### src/rtl/dac_lin_upsampler.sv
// Linear-interpolation upsampler: reads one FIFO sample every 2^RATE_LOG2 clocks and ramps between
// consecutive samples at the clock rate. Define INTERP_ROUND_EN for round-half-up instead of floor.
module dac_lin_upsampler #(
   parameter int DATA_WIDTH = 14,
   parameter int RATE_LOG2  = 4
) (
   input  logic                         clk,
   input  logic                         rst,
   input  logic                         fifo_almost_full,
   input  logic                         fifo_empty,
   output logic                         rd_en,
   input  logic signed [DATA_WIDTH-1:0] dataIn,
   output logic signed [DATA_WIDTH-1:0] inter_data,
   output logic                         out_valid,
   output logic                         underrun
);

   localparam int AW = DATA_WIDTH + RATE_LOG2 + 1;

   localparam logic [2:0] IDLE    = 3'd0;
   localparam logic [2:0] PRIME_A = 3'd1;
   localparam logic [2:0] PRIME_B = 3'd2;
   localparam logic [2:0] PRIME_C = 3'd3;
   localparam logic [2:0] RUN     = 3'd4;

   localparam logic [RATE_LOG2-1:0] PH_ONE  = RATE_LOG2'(1'b1);
   localparam logic [RATE_LOG2-1:0] PH_LAST = {RATE_LOG2{1'b1}};
   localparam logic [RATE_LOG2-1:0] PH_RD   = PH_LAST - PH_ONE;

`ifdef INTERP_ROUND_EN
   localparam logic signed [AW-1:0] ACC_HALF = AW'(1'b1) << (RATE_LOG2 - 1);
`endif

   logic [2:0]                  state_q, state_d;
   logic signed [DATA_WIDTH-1:0] prev_q, prev_d;
   logic signed [DATA_WIDTH-1:0] cur_q, cur_d;
   logic signed [DATA_WIDTH:0]   delta_q, delta_d;
   logic signed [AW-1:0]         acc_q, acc_d;
   logic [RATE_LOG2-1:0]         phase_q, phase_d;
   logic                         pend_q, pend_d;
   logic                         underrun_q, underrun_d;
   logic signed [DATA_WIDTH-1:0] inter_data_q, inter_data_d;
   logic                         out_valid_q, out_valid_d;
   logic                         rd_en_s;

   // Next-state logic for the sequencer and the interpolation datapath.
   always_comb begin
      state_d    = state_q;
      prev_d     = prev_q;
      cur_d      = cur_q;
      delta_d    = delta_q;
      acc_d      = acc_q;
      phase_d    = phase_q;
      pend_d     = pend_q;
      underrun_d = underrun_q;
      rd_en_s    = 1'b0;
      case (state_q)
         IDLE: begin
            if (fifo_almost_full) begin
               state_d = PRIME_A;
            end else begin
               state_d = IDLE;
            end
         end
         PRIME_A: begin
            rd_en_s = 1'b1;
            state_d = PRIME_B;
         end
         PRIME_B: begin
            rd_en_s = 1'b1;
            cur_d   = dataIn;
            state_d = PRIME_C;
         end
         PRIME_C: begin
            prev_d  = cur_q;
            cur_d   = dataIn;
            delta_d = {dataIn[DATA_WIDTH-1], dataIn} - {cur_q[DATA_WIDTH-1], cur_q};
            acc_d   = {cur_q[DATA_WIDTH-1], cur_q, {RATE_LOG2{1'b0}}};
            phase_d = '0;
            pend_d  = 1'b0;
            state_d = RUN;
         end
         RUN: begin
            acc_d   = acc_q + {{RATE_LOG2{delta_q[DATA_WIDTH]}}, delta_q};
            phase_d = phase_q + PH_ONE;
            // The refill read is only ever issued against a non-empty FIFO.
            if (phase_q == PH_RD) begin
               rd_en_s = ~fifo_empty;
               pend_d  = ~fifo_empty;
            end else begin
               rd_en_s = 1'b0;
            end
            if (phase_q == PH_LAST) begin
               if (pend_q) begin
                  prev_d  = cur_q;
                  cur_d   = dataIn;
                  delta_d = {dataIn[DATA_WIDTH-1], dataIn} - {cur_q[DATA_WIDTH-1], cur_q};
                  acc_d   = {cur_q[DATA_WIDTH-1], cur_q, {RATE_LOG2{1'b0}}};
                  phase_d = '0;
                  pend_d  = 1'b0;
               end else begin
                  underrun_d = 1'b1;
                  state_d    = IDLE;
               end
            end else begin
               state_d = RUN;
            end
         end
         default: begin
            state_d = IDLE;
         end
      endcase
   end

   // Output stage: sample rescaled from the accumulator, held outside RUN.
   always_comb begin
      out_valid_d = (state_q == RUN);
      if (state_q == RUN) begin
`ifdef INTERP_ROUND_EN
         inter_data_d = DATA_WIDTH'((acc_q + ACC_HALF) >>> RATE_LOG2);
`else
         inter_data_d = DATA_WIDTH'(acc_q >>> RATE_LOG2);
`endif
      end else begin
         inter_data_d = inter_data_q;
      end
   end

   // State, datapath and output registers.
   always_ff @(posedge clk or posedge rst) begin
      if (rst) begin
         state_q      <= IDLE;
         prev_q       <= '0;
         cur_q        <= '0;
         delta_q      <= '0;
         acc_q        <= '0;
         phase_q      <= '0;
         pend_q       <= 1'b0;
         underrun_q   <= 1'b0;
         inter_data_q <= '0;
         out_valid_q  <= 1'b0;
      end else begin
         state_q      <= state_d;
         prev_q       <= prev_d;
         cur_q        <= cur_d;
         delta_q      <= delta_d;
         acc_q        <= acc_d;
         phase_q      <= phase_d;
         pend_q       <= pend_d;
         underrun_q   <= underrun_d;
         inter_data_q <= inter_data_d;
         out_valid_q  <= out_valid_d;
      end
   end

   assign rd_en      = rd_en_s;
   assign inter_data = inter_data_q;
   assign out_valid  = out_valid_q;
   assign underrun   = underrun_q;

endmodule

### config.mk
export PLATFORM = sky130hd
export DESIGN_NAME = dac_lin_upsampler
export DESIGN_NICKNAME = d
export VERILOG_FILES = /design/src/rtl/dac_lin_upsampler.sv
export SDC_FILE = /design/constraint.sdc
export NUM_CORES = 1
export LEC_CHECK = 0
export CAP_MARGIN = 5
export CELL_PAD_IN_SITES_DETAIL_PLACEMENT = 1
export CELL_PAD_IN_SITES_GLOBAL_PLACEMENT = 1
export CORE_MARGIN = 2
export CORE_UTILIZATION = 40
export CTS_BUF_LIST = sky130_fd_sc_hd__clkbuf_8
export DETAILED_ROUTE_END_ITERATION = 10
export HOLD_SLACK_MARGIN = 0.1
export PLACE_DENSITY_LB_ADDON = 0.1
export REMOVE_ABC_BUFFERS = 1
export SYNTH_ARGS = -nofsm -noshare
export SYNTH_HDL_FRONTEND = slang
export SYNTH_SLANG_ARGS = --single-unit
### constraint.sdc
create_clock -name clk -period 3.5 [get_ports clk]
set_input_delay 0.35 -clock clk [delete_from_list [all_inputs] [get_ports clk]]
set_output_delay 0.35 -clock clk [all_outputs]
set_load 0.005 [all_outputs]
## Word-level counts from Yosys, hierarchy flattened

Cells that the tools add are included.
Widths: inputs -> output; s select.

| word-level totals | value |
|---|---|
| flip-flop bits (word level) | 72 |
| bits in latches | 0 |
| bits in writable memories | 0 |
| ROM bits | 0 |
| input port bits | 18 |
| word-level logic and storage cells | 53 |
| memories kept | 0 |

| operators by class | value |
|---|---|
| add/subtract/negate cells | 3 |
| multipliers | 0 |
| div/mod/pow operators | 0 |
| order comparisons | 0 |
| eq/ne operators | 9 |
| shift operators | 0 |
| multiplexer cells | 22 |
| bitwise operators | 2 |
| reductions and logical operators | 8 |

Operators with widths:

| kind | number |
|---|---|
| $mux 19 | 2 |
| $pmux 19 s2 | 1 |
| $mux 15 | 2 |
| $pmux 15 s2 | 1 |
| $mux 14 | 2 |
| $pmux 14 s2 | 1 |
| $add 19x19->19 | 1 |
| $pmux 3 s5 | 1 |
| $sub 14x14->15 | 1 |
| $reduce_and 3->1 | 3 |
| $eq 4x4->1 const B | 2 |
| $mux 4 | 2 |
| $pmux 4 s2 | 1 |
| $eq 3x2->1 const B | 2 |
| $mux 3 | 2 |
| $mux 1 | 5 |
| $add 4x1->4 const B | 1 |
| $pmux 1 s2 | 2 |
| $reduce_bool 2->1 | 2 |
| $reduce_or 2->1 | 2 |
| $eq 3x1->1 const B | 1 |
| $eq 3x3->1 const B | 1 |
| $logic_not 3->1 | 1 |
| $ne 3x3->1 const B | 1 |
| other kinds (3) | 4 |

## Depth between registers and ports, before layout

Gate-level depths: netlist (run 1).

| depth | value |
|---|---|
| depth after elaboration | 5 |
| mapped depth | 10 |

## Worst setup path after synthesis (run 1)

OpenSTA, ideal clock, no wires.

| timing path | value |
|---|---|
| path type | register to register |
| start | register delta_q[0] |
| end | register acc_q[14] |
| arrival | 2.352 ns |
| path slack | 1.062 ns |
| stages on the path, launching flop included | 10 |
| path buffers | 0 |
| cell sequence | dfrtp_1 > ha_1 > fa_1 > a211oi_2 > o21ai_1 > a211o_1 > a31o_2 > a2111oi_2 > a31oi_1 > o211ai_1 |

| between the ends | value |
|---|---|
| longest elaborated chain between the ends | 4 |

Ends and longest elaborated chain:

| item | RTL line | source |
|---|---|---|
| start, declared | 37 | `logic signed [DATA_WIDTH:0] delta_q, delta_d;` |
| start signal, assigned | 146 | `delta_q <= delta_d;` |
| $add 19x19->19 * | 84 | `acc_d = acc_q + {{RATE_LOG2{delta_q[DATA_WIDTH]}}, delta_q};` |
| $mux 19 | 94 | `if (pend_q) begin` |
| $mux 19 * | 93 | `if (phase_q == PH_LAST) begin` |
| $pmux 19 s2 * | 57 | `case (state_q)` |
| end signal, assigned | 136 | `acc_q <= '0;` |
| end signal, assigned | 147 | `acc_q <= acc_d;` |
| end, declared | 38 | `logic signed [AW-1:0] acc_q, acc_d;` |

Mark *: on every way between the ends. The rest lies on a longest branch, timed or not.
A chain may end at the register's enable or synchronous reset.

## Worst setup path in the final report (run 1)

Same ends and word-level chain as after synthesis.

==> results of run 1 <==
-- area by class of cell --
type | instances | area, µm²
multi-input cells | 360 | 2300
flip-flops and latches | 71 | 1780
clock buffers | 12 | 165
fillers | 1214 | 5350
clock inverters | 4 | 43.8
repair buffers | 46 | 430
well taps | 136 | 170
inverters | 23 | 86.3
-- kinds of logic (layout without fill, tap and decap cells) --
logic type,after synthesis,count (layout),share of synthesized area [%]
AND/OR/NAND/NOR,157,157,16.4
AO/OA/AOI/OAI,143,143,21.9
flip-flops,71,71,41.9
buffers and inverters,40,85,3.75
adder cells (fa/ha/maj),35,35,10.7
XOR/XNOR,22,22,4.55
multiplexers,3,3,0.738
-- registers in the layout, summed over array words and instances, names as in the netlist --
| signal | cells |
|---|---|
| acc_q | 18 |
| delta_q | 15 |
| cur_q | 14 |
| inter_data | 14 |
| phase_q | 4 |
| state_q | 3 |
| out_valid | 1 |
| pend_q | 1 |
| underrun | 1 |
-- synth_stat cells (all sizes together), types with 7 or more instances --
cell    count
nand2b      7
ha         33
nand3       7
a21oi      44
xnor2      11
nor2       28
o21ai      45
dfrtp      71
nor3       14
clkbuf     11
nand2      84
xor2       11
o21a        9
inv        23
-- report_power, final --
group          internal [µW]  switching, µW
clock network            383            316
registers               1200            283
logic                   1380           1780
total                   2960           2380
-- final timing paths --
check	end	slack [ns]
max reg2reg	acc_q[14]$_DFFE_PP0P_	0.81
max	acc_q[14]$_DFFE_PP0P_	0.81
min in group clk	state_q[0]$_DFFE_PP0P_	0.48
min	inter_data[2]$_DFFE_PP0P_	0.29
max in group asynchronous	inter_data[6]$_DFFE_PP0P_	2.44
min reg2reg	state_q[0]$_DFFE_PP0P_	0.48
-- cells in the final DEF, fill, tap and decap left out, drive strengths merged, types with 6 or more instances in the layout --
cell            n
xnor2          11
o21a            9
nor3           14
o21ai          45
dfrtp          71
clkbuf         12
inv            24
nand3           7
xor2           11
nor2           28
ha             33
a21oi          44
buf            12
nand2          84
clkdlybuf4s50  34
a21o            6
nand2b          7
-- routing by layer --
| metal | vias to the layer above | part of all wire (%) | wire length [µm] |
|---|---|---|---|
| li1 | 1744 | - | - |
| met5 | - | 0 | 0 |
| met3 | 11 | 3.2 | 357 |
| met1 | 1750 | 46 | 5130 |
| met4 | 0 | 1.4 | 161 |
| met2 | 41 | 50 | 5590 |
-- worst register-to-register path: stages, from the launching register on --
cell       delay [ns]
dfrtp_1          0.38
ha_1             0.24
fa_1             0.44
a211oi_2         0.28
o21ai_1          0.14
a211o_1          0.29
a31o_2           0.25
a2111oi_2        0.38
a31oi_1          0.10
o211ai_1         0.11
-- metrics by stage --
stage / util [%] / area, µm² / hold slack, ns / instances
floorplan: - / 4160 / 0.449 / 454
global placement: 46.2 / 4770 / 0.460 / 636
detailed placement: 46.2 / 4770 / 0.463 / 636
CTS: 48.2 / 4980 / 0.275 / 652
global route: 48.2 / 4980 / 0.298 / 652
finish: 48.2 / 4980 / 0.285 / 652
==> impl_metrics.csv, run 1 <==
group,metric,value,unit
die,ios,35,
critical_path,crit_family,"compound AO/OA/AOI/OAI gates",
sta,skew,0.00590,ns
detailed_routing,drt_iter0_drc,151,
yosys,ys_warn_count,0,
cells_and_area,synthToLayoutAreaGrowth,17.5,%
global_routing,antenna_found_initial,0,
yosys,synth-edff-count,0,
critical_path,path_max_fanout,4,
die,core_area,10300,µm²
critical_path,cp-end-kind,"register",
sta,finalSetupViolations,0,
detailed_routing,wire_per_inst,17.2,µm
die,die_x,107,µm
yosys,synth_top_area_share,41.9,%
sta,max_clock_freq,371,MHz
yosys,synth_async_sr_flop_share,100,%
sta,min_period_over_period,76.9,%
cells_and_area,antenna_cells,0,
sta,hold_viol_final,0,
detailed_routing,ant_nets,0,
sta,rsz0062_at_grt,"no",
die,dieArea,11400,µm²
cts,hold_buffers,0,
global_routing,met3_usage,5.47,%
cts,ctsHtreeMaxLevel,3,
sta,tightest_slew,1.02,ns
cts,insertion_delay,0.37,ns
sta,final.setup.worst_slack,0.808,ns
yosys,syn_inst,471,
critical_path,worstSetupStartpointType,"register",
die,die_h,107,µm
cts,clock-sinks,71,
die,rows,37,
detailed_routing,vias_per_cell,5.44,
critical_path,cp_data_arrival_time,2.97,ns
global_routing,grt_pass1_wl,19100,µm
critical_path,crit_path_cell_trace,"ha_1 -> fa_1 -> a211oi_2 -> o21ai_1 -> a211o_1 -> a31o_2 -> a2111oi_2 -> a31oi_1 -> o211ai_1",
cells_and_area,fin_nets,564,
placement,port-buffer-count,34,
global_routing,use_met1,27.5,%
cts,post-cts-setup-buffers,0,
critical_path,cp_slowest_cell,"fa_1",
yosys,yosys_register_bits,71,
yosys,yosys.area.top_type,"dfrtp_1",
yosys,ys_seq_area_share,41.9,%
die,start_util,41.0,%
cts,clk_path_buf_depth,2,
global_routing,grt_busiest_layer,"met2",
critical_path,path_class,"register to register",
placement,gp_congestion,0.867,
critical_path,path_depth,9,
cts,numCtsBuffers,9,
global_routing,grt_usage,21.7,%
yosys,ys.flop_type,"dfrtp_1",
critical_path,path_buf_inv,0,
status,status,"completed",
detailed_routing,drc,0,
flow_run,drv_cap,0,
cts,clock-root-buffer,"clkbuf_8",
critical_path,max_stage_delay,0.44,ns
pwr,p_leak,0.00228,µW
detailed_routing,drtPass1Iterations,4,
global_routing,overflow,0,
pwr,p_total,5350,µW
cells_and_area,drive_above_1_share,8.53,%
worst_hold_path,hp-class,"primary input to async pin",
yosys,syn_avg_cell_area,8.99,µm²
yosys,syn_area,4240,µm²
sta,slew_violations,0,
critical_path,r2r_cells,9,
placement,hpwl,8290,µm
cts,path_clk_slew,0.07,ns
critical_path,worstReg2RegStart,"delta_q[0]$_DFFE_PP0P_",
yosys,synthTopCellsByArea,"dfrtp_1 42%, ha_1 9.7%, nand2_1 7.4%",
global_routing,met2_usage,36.2,%
sta,timing.setup.tns,0,ns
detailed_routing,routed_wl,11200,µm
cts,post_cts_resized,0,
global_routing,grt_pass1_vias,3677,
sta,period_minus_slack,2.69,ns
sta,max_slew_margin,32.1,%
yosys,yosysUniqueCellTypes,59,
placement,post-place-ws,0.582,ns
cts,cts_tree,"done",
detailed_routing,vias,3546,
critical_path,crit_start,"delta_q[0]$_DFFE_PP0P_",
critical_path,required,3.78,ns
pwr,peakVddDrop,0.372,mV
pwr,power_density,1070,nW/µm²
global_routing,grt_max_degree,30,
Power figures use the tool's default switching activity.
==> run 2: changes to the inputs <==
clock period = 2.35 ns   (was 3.5 ns; I/O delays follow)
==> run 2 against run 1 <==
Routed wire length rose by 5.3%. The run now ends with negative setup slack left. Critical path depth unchanged. Sequential share of layout area fell by 2.6 points. Sequential power is 50% higher. Count of clock-buffer cells in the layout fell by 3. Die area is the same. Cell area increased by 8.0%.
==> impl_metrics.csv, run 2 (synthesis results as in run 1) <==
group,metric,value,unit
global_routing,antenna_found_initial,0,
cts,clock-sinks,71,
die,core_area,10300,µm²
worst_hold_path,hp-class,"primary input to async pin",
cts,ctsHtreeMaxLevel,3,
cts,cts_tree,"done",
detailed_routing,vias_per_cell,5.45,
sta,final.setup.worst_slack,-0.0985,ns
cells_and_area,synthToLayoutAreaGrowth,26.8,%
critical_path,cp_slowest_cell,"dfrtp_1",
placement,port-buffer-count,34,
detailed_routing,wire_per_inst,17.2,µm
critical_path,crit_path_cell_trace,"ha_2 -> fa_2 -> a211oi_2 -> o21ai_1 -> a211o_1 -> a31o_4 -> a2111oi_4 -> a31oi_1 -> o211ai_1",
critical_path,rrSetupSlack,-0.1,ns
critical_path,r2r_cells,9,
critical_path,path_class,"register to register",
global_routing,grt_pass1_vias,4006,
global_routing,grt_busiest_layer,"met2",
die,dieArea,11400,µm²
cells_and_area,drive_above_1_share,18.0,%
global_routing,met3_usage,4.13,%
detailed_routing,drtPass1Iterations,4,
placement,hpwl,8430,µm
detailed_routing,ant_nets,0,
detailed_routing,vias,3747,
die,die_x,107,µm
cells_and_area,most-common-layout-cells,"84 x nand2_1, 69 x dfrtp_1, 45 x buf_4",
global_routing,overflow,0,
detailed_routing,drc,0,
status,status,"finished with violations",
status,failed_checks,"negative setup slack",
critical_path,cp_data_arrival_time,2.75,ns
placement,post-place-ws,-0.376,ns
pwr,power_density,1660,nW/µm²
cells_and_area,fin_nets,599,
critical_path,worstSetupStartpointType,"register",
sta,timing.setup.tns,-0.127,ns
cells_and_area,nFillCells,1217,
cells_and_area,largest_reg_flops,18,
sta,skew,0.0133,ns
cells_and_area,final_cell_area,5370,µm²
cells_and_area,layout_commonest_cell,"nand2_1",
sta,period_minus_slack,2.45,ns
global_routing,grt_max_degree,72,
global_routing,grt_pass1_wl,20100,µm
die,start_util,41.0,%
sta,rsz0062_at_grt,"yes",
sta,hold_viol_final,0,
critical_path,worstReg2RegStart,"delta_q[0]$_DFFE_PP0P_",
critical_path,required,2.65,ns
cells_and_area,antenna_cells,0,
critical_path,path_buf_inv,0,
pwr,p_total,8930,µW
detailed_routing,routed_wl,11800,µm
placement,gp_congestion,0.808,
sta,max_slew_margin,67.7,%
global_routing,met2_usage,37.2,%
cells_and_area,largest-register,"acc_q",
critical_path,cp-end-kind,"register",
pwr,p_leak,0.00245,µW
cts,clk_path_buf_depth,2,
cts,clock-root-buffer,"clkbuf_8",
die,ios,35,
global_routing,use_met1,29.7,%
cells_and_area,multi_input_area,2410,µm²
placement,place_area,4990,µm²
critical_path,path_max_fanout,3,
cts,insertion_delay,0.38,ns
sta,slew_violations,0,
sta,max_clock_freq,408,MHz
critical_path,max_stage_delay,0.40,ns
critical_path,crit_family,"compound AO/OA/AOI/OAI gates",
pwr,peakVddDrop,0.585,mV
global_routing,grt_usage,22.6,%
critical_path,r2r_end,"acc_q[14]$_DFFE_PP0P_",
die,die_h,107,µm
cts,numCtsBuffers,9,
detailed_routing,drt_iter0_drc,151,
cells_and_area,seq_area,1780,µm²
cells_and_area,reg_top3,"acc_q (18), delta_q (15)",
sta,tightest_slew,0.480,ns
flow_run,drv_cap,0,
sta,finalSetupViolations,2,
sta,min_period_over_period,104,%
die,rows,37,
cts,path_clk_slew,0.09,ns
==> run 2: cell types whose count changed in the layout (fill, tap and decap cells not counted), sizes merged <==
cell / change
clkbuf: -3
inv: -1
bufinv: +1
clkinv: +1
buf: +35
clkinvlp: +2
==> run 2: worst max-delay path by stage <==
stage | to | from | cells after the start | slack (ns)
floorplan | delta_q[10]$_DFFE_PP0P_ | state_q[1]$_DFFE_PP0P_ | 7 | -0.82
global placement | delta_q[10]$_DFFE_PP0P_ | dataIn[0] | 11 | -0.31
detailed placement | delta_q[10]$_DFFE_PP0P_ | dataIn[0] | 11 | -0.38
CTS | acc_q[14]$_DFFE_PP0P_ | acc_q[0]$_DFFE_PP0P_ | 9 | -0.08
global route | acc_q[14]$_DFFE_PP0P_ | acc_q[0]$_DFFE_PP0P_ | 9 | -0.24
finish | acc_q[14]$_DFFE_PP0P_ | delta_q[0]$_DFFE_PP0P_ | 9 | -0.1
==> run 2: cell type report <==
| type | count | area share, % |
|---|---|---|
| Sequential cell | 71 | 33.1 |
| Multi-Input combinational cell | 360 | 44.8 |
| Tap cell | 136 | 3.17 |
| Clock buffer | 9 | 2.31 |
| Clock inverter | 7 | 1.82 |
| Timing Repair Buffer | 81 | 13.2 |
| Inverter | 23 | 1.61 |
==> run 2: worst register-to-register path, delay by kind of cell (launching register included) <==
kind	cells	cell delay (ns)
DFF	1	0.40
adders and majority gates	2	0.57
AOI/OAI and AO/OA	7	1.42
==> run 2: what timing repair did <==
item                       4_1_cts  5_1_grt
hold buffers                     0        0
setup endpoints to repair        5       13
setup buffers                    1        7
resized for setup                5       20
pin swaps                        3        9
==> run 2: layer usage <==
layer | wire, µm | vias up
li1 | - | 1813
met1 | 5540 | 1864
met2 | 5770 | 51
met3 | 289 | 19
met4 | 238 | 0
met5 | 0 | -
==> run 2: power by group <==
part           switching [µW]  leakage, µW  internal [µW]
Clock                     542     0.000105            599
Sequential                431     0.000875           1790
Combinational            2930      0.00147           2640
==> run 2: metrics by stage <==
step | utilization (%) | std cells | hold slack, ns
6_report | 52.1 | 687 | 0.273
5_1_grt | 52.1 | 687 | 0.308
4_1_cts | 50.9 | 681 | 0.293
3_5_place_dp | 48.3 | 664 | 0.466
3_3_place_gp | 48.3 | 664 | 0.458
2_1_floorplan | - | 454 | 0.352
==> run 3: changes to the inputs <==
clock period = 2.7 ns   (was 2.35 ns; I/O delays follow)
==> run 3 against run 2 <==
The run now ends clean. Utilization down 3.6 points. Count of clock-buffer cells in the layout up 3. Routed wire length down 4.1%. Setup slack better by 0.24 ns. Final cell count down 4.7%. Via count down 4.6%. Clock power down 19%. Sequential share of layout area up 2.4 points. Maximum frequency down 4.3%. Sequential power down 13%. Clock skew down 0.0044 ns. Die area unchanged. Critical endpoint unchanged.
==> impl_metrics.csv, run 3 (synthesis results as in run 1) <==
group,metric,value,unit
global_routing,overflow,0,
detailed_routing,wire_per_inst,17.3,µm
critical_path,cp-end-kind,"register",
cells_and_area,fin_cells,655,
placement,gp_congestion,0.873,
cells_and_area,antenna_cells,0,
sta,max_clock_freq,391,MHz
cts,hold_buffers,0,
flow_run,drv_cap,0,
sta,skew,0.00888,ns
critical_path,rrSetupSlack,0.14,ns
critical_path,worstSetupStartpointType,"register",
cells_and_area,fin_nets,567,
critical_path,path_buf_inv,0,
pwr,peakVddDrop,0.414,mV
placement,place_inst,639,
detailed_routing,highest_layer,"met4",
cells_and_area,most-common-layout-cells,"84 x nand2_1, 71 x dfrtp_1, 43 x o21ai_0",
detailed_routing,drt-met1-wl,5420,µm
critical_path,path_class,"register to register",
cells_and_area,utilization,48.5,%
global_routing,antenna_found_initial,0,
sta,hold_viol_final,0,
sta,timing.setup.tns,0,ns
cts,clk_path_buf_depth,2,
cells_and_area,nFillCells,1201,
detailed_routing,vias_per_cell,5.46,
cts,clock-root-buffer,"clkbuf_8",
worst_hold_path,hp-class,"primary input to async pin",
sta,tightest_slew,0.602,ns
cells_and_area,synthToLayoutAreaGrowth,18.1,%
sta,finalSetupViolations,0,
critical_path,crit_start,"delta_q[0]$_DFFE_PP0P_",
detailed_routing,ant_nets,0,
cts,numCtsBuffers,9,
sta,rsz0062_at_grt,"no",
cells_and_area,largest-register,"acc_q",
cells_and_area,multi_input_area,2310,µm²
critical_path,max_stage_delay,0.38,ns
detailed_routing,drt_iter0_drc,142,
cts,clock-sinks,71,
critical_path,path_max_fanout,4,
detailed_routing,drc,0,
sta,max_slew_margin,59.8,%
placement,port-buffer-count,34,
detailed_routing,met2_length,5460,µm
pwr,power_density,1400,nW/µm²
detailed_routing,drtPass1Iterations,6,
critical_path,worstReg2RegStart,"delta_q[0]$_DFFE_PP0P_",
cts,cts_tree,"done",
critical_path,crit_path_cell_trace,"ha_1 -> fa_2 -> a211oi_2 -> o21ai_1 -> a211o_1 -> a31o_2 -> a2111oi_2 -> a31oi_1 -> o211ai_1",
critical_path,required,2.99,ns
global_routing,grt_pass1_vias,3794,
sta,period_minus_slack,2.56,ns
cts,insertion_delay,0.36,ns
global_routing,grt_pass1_wl,19200,µm
placement,hpwl,8370,µm
critical_path,crit_family,"compound AO/OA/AOI/OAI gates",
detailed_routing,dr_wl_met3,232,µm
die,rows,37,
pwr,p_leak,0.00230,µW
cts,post-cts-setup-buffers,0,
die,die_h,107,µm
sta,slew_violations,0,
die,core_area,10300,µm²
detailed_routing,vias,3574,
cts,path_clk_slew,0.08,ns
global_routing,grt_max_degree,31,
status,status,"completed",
critical_path,r2r_end,"acc_q[14]$_DFFE_PP0P_",
critical_path,crit_end,"acc_q[14]$_DFFE_PP0P_",
global_routing,grt_usage,21.6,%
cells_and_area,layout_commonest_cell,"nand2_1",
die,start_util,41.0,%
cells_and_area,seq_area,1780,µm²
cells_and_area,reg_top3,"acc_q (18), delta_q (15)",
critical_path,r2r_cells,9,
cts,post_cts_resized,0,
die,dieArea,11400,µm²
critical_path,cp_slowest_cell,"dfrtp_1",
cts,ctsHtreeMaxLevel,3,
die,ios,35,
detailed_routing,routed_wl,11400,µm
cells_and_area,drive_above_1_share,9.25,%
die,die_x,107,µm
critical_path,path_depth,9,
cells_and_area,largest_reg_flops,18,
critical_path,cp_data_arrival_time,2.84,ns
sta,min_period_over_period,94.8,%
run 3: cell count changes in the layout (fill, tap and decap cells not counted), sizes merged:
cell	change
buf	-32
bufinv	-1
clkbuf	+3
clkinv	-1
clkinvlp	-2
inv	+1
run 3: routing by layer:
metal	track usage [%]	vias to the layer above
met5	0	-
met4	7.88	0
met3	3.47	22
met2	36.3	48
met1	28.2	1755
li1	-	1749
run 3: final cells by class:
cell class	instances	area share (%)
well taps	136	3.40
flip-flops and latches	71	35.5
inverters	23	1.73
clock buffers	12	3.30
multi-input cells	360	46.1
clock inverters	4	0.875
repair buffers	49	9.05
run 3: power breakdown:
part | switching, µW | leakage, µW | internal (µW)
clock network | 426 | 0.000114 | 497
logic | 2330 | 0.00130 | 1830
registers | 375 | 0.000878 | 1550
total | 3130 | 0.00230 | 3880
run 3: per-stage QoR:
| step | area, µm² | power (µW) | hold slack (ns) | worst slack [ns] |
|---|---|---|---|---|
| after CTS | 5000 | 7060 | 0.312 | 0.0544 |
| after detailed placement | 4790 | 6100 | 0.467 | -0.0507 |
| after global placement | 4790 | 5930 | 0.461 | 0.0334 |
| after floorplan | 4160 | 4770 | 0.387 | -0.466 |
| after global routing | 5000 | 7660 | 0.339 | 0.00785 |
| final | 5000 | 7000 | 0.296 | 0.141 |
run 3: how the worst min path moves through the flow:
stage                               start                         end  slack [ns]  cells after the start
3_3_place_gp    inter_data[1]$_DFFE_PP0P_   inter_data[1]$_DFFE_PP0P_        0.46                      2
6_report                              rst      phase_q[2]$_DFFE_PP0P_        0.30                      2
5_1_grt                               rst      phase_q[2]$_DFFE_PP0P_        0.34                      2
4_1_cts                               rst      delta_q[3]$_DFFE_PP0P_        0.31                      2
3_5_place_dp   inter_data[11]$_DFFE_PP0P_  inter_data[11]$_DFFE_PP0P_        0.47                      2
2_1_floorplan                  dataIn[10]       cur_q[10]$_DFFE_PP0P_        0.39                      2
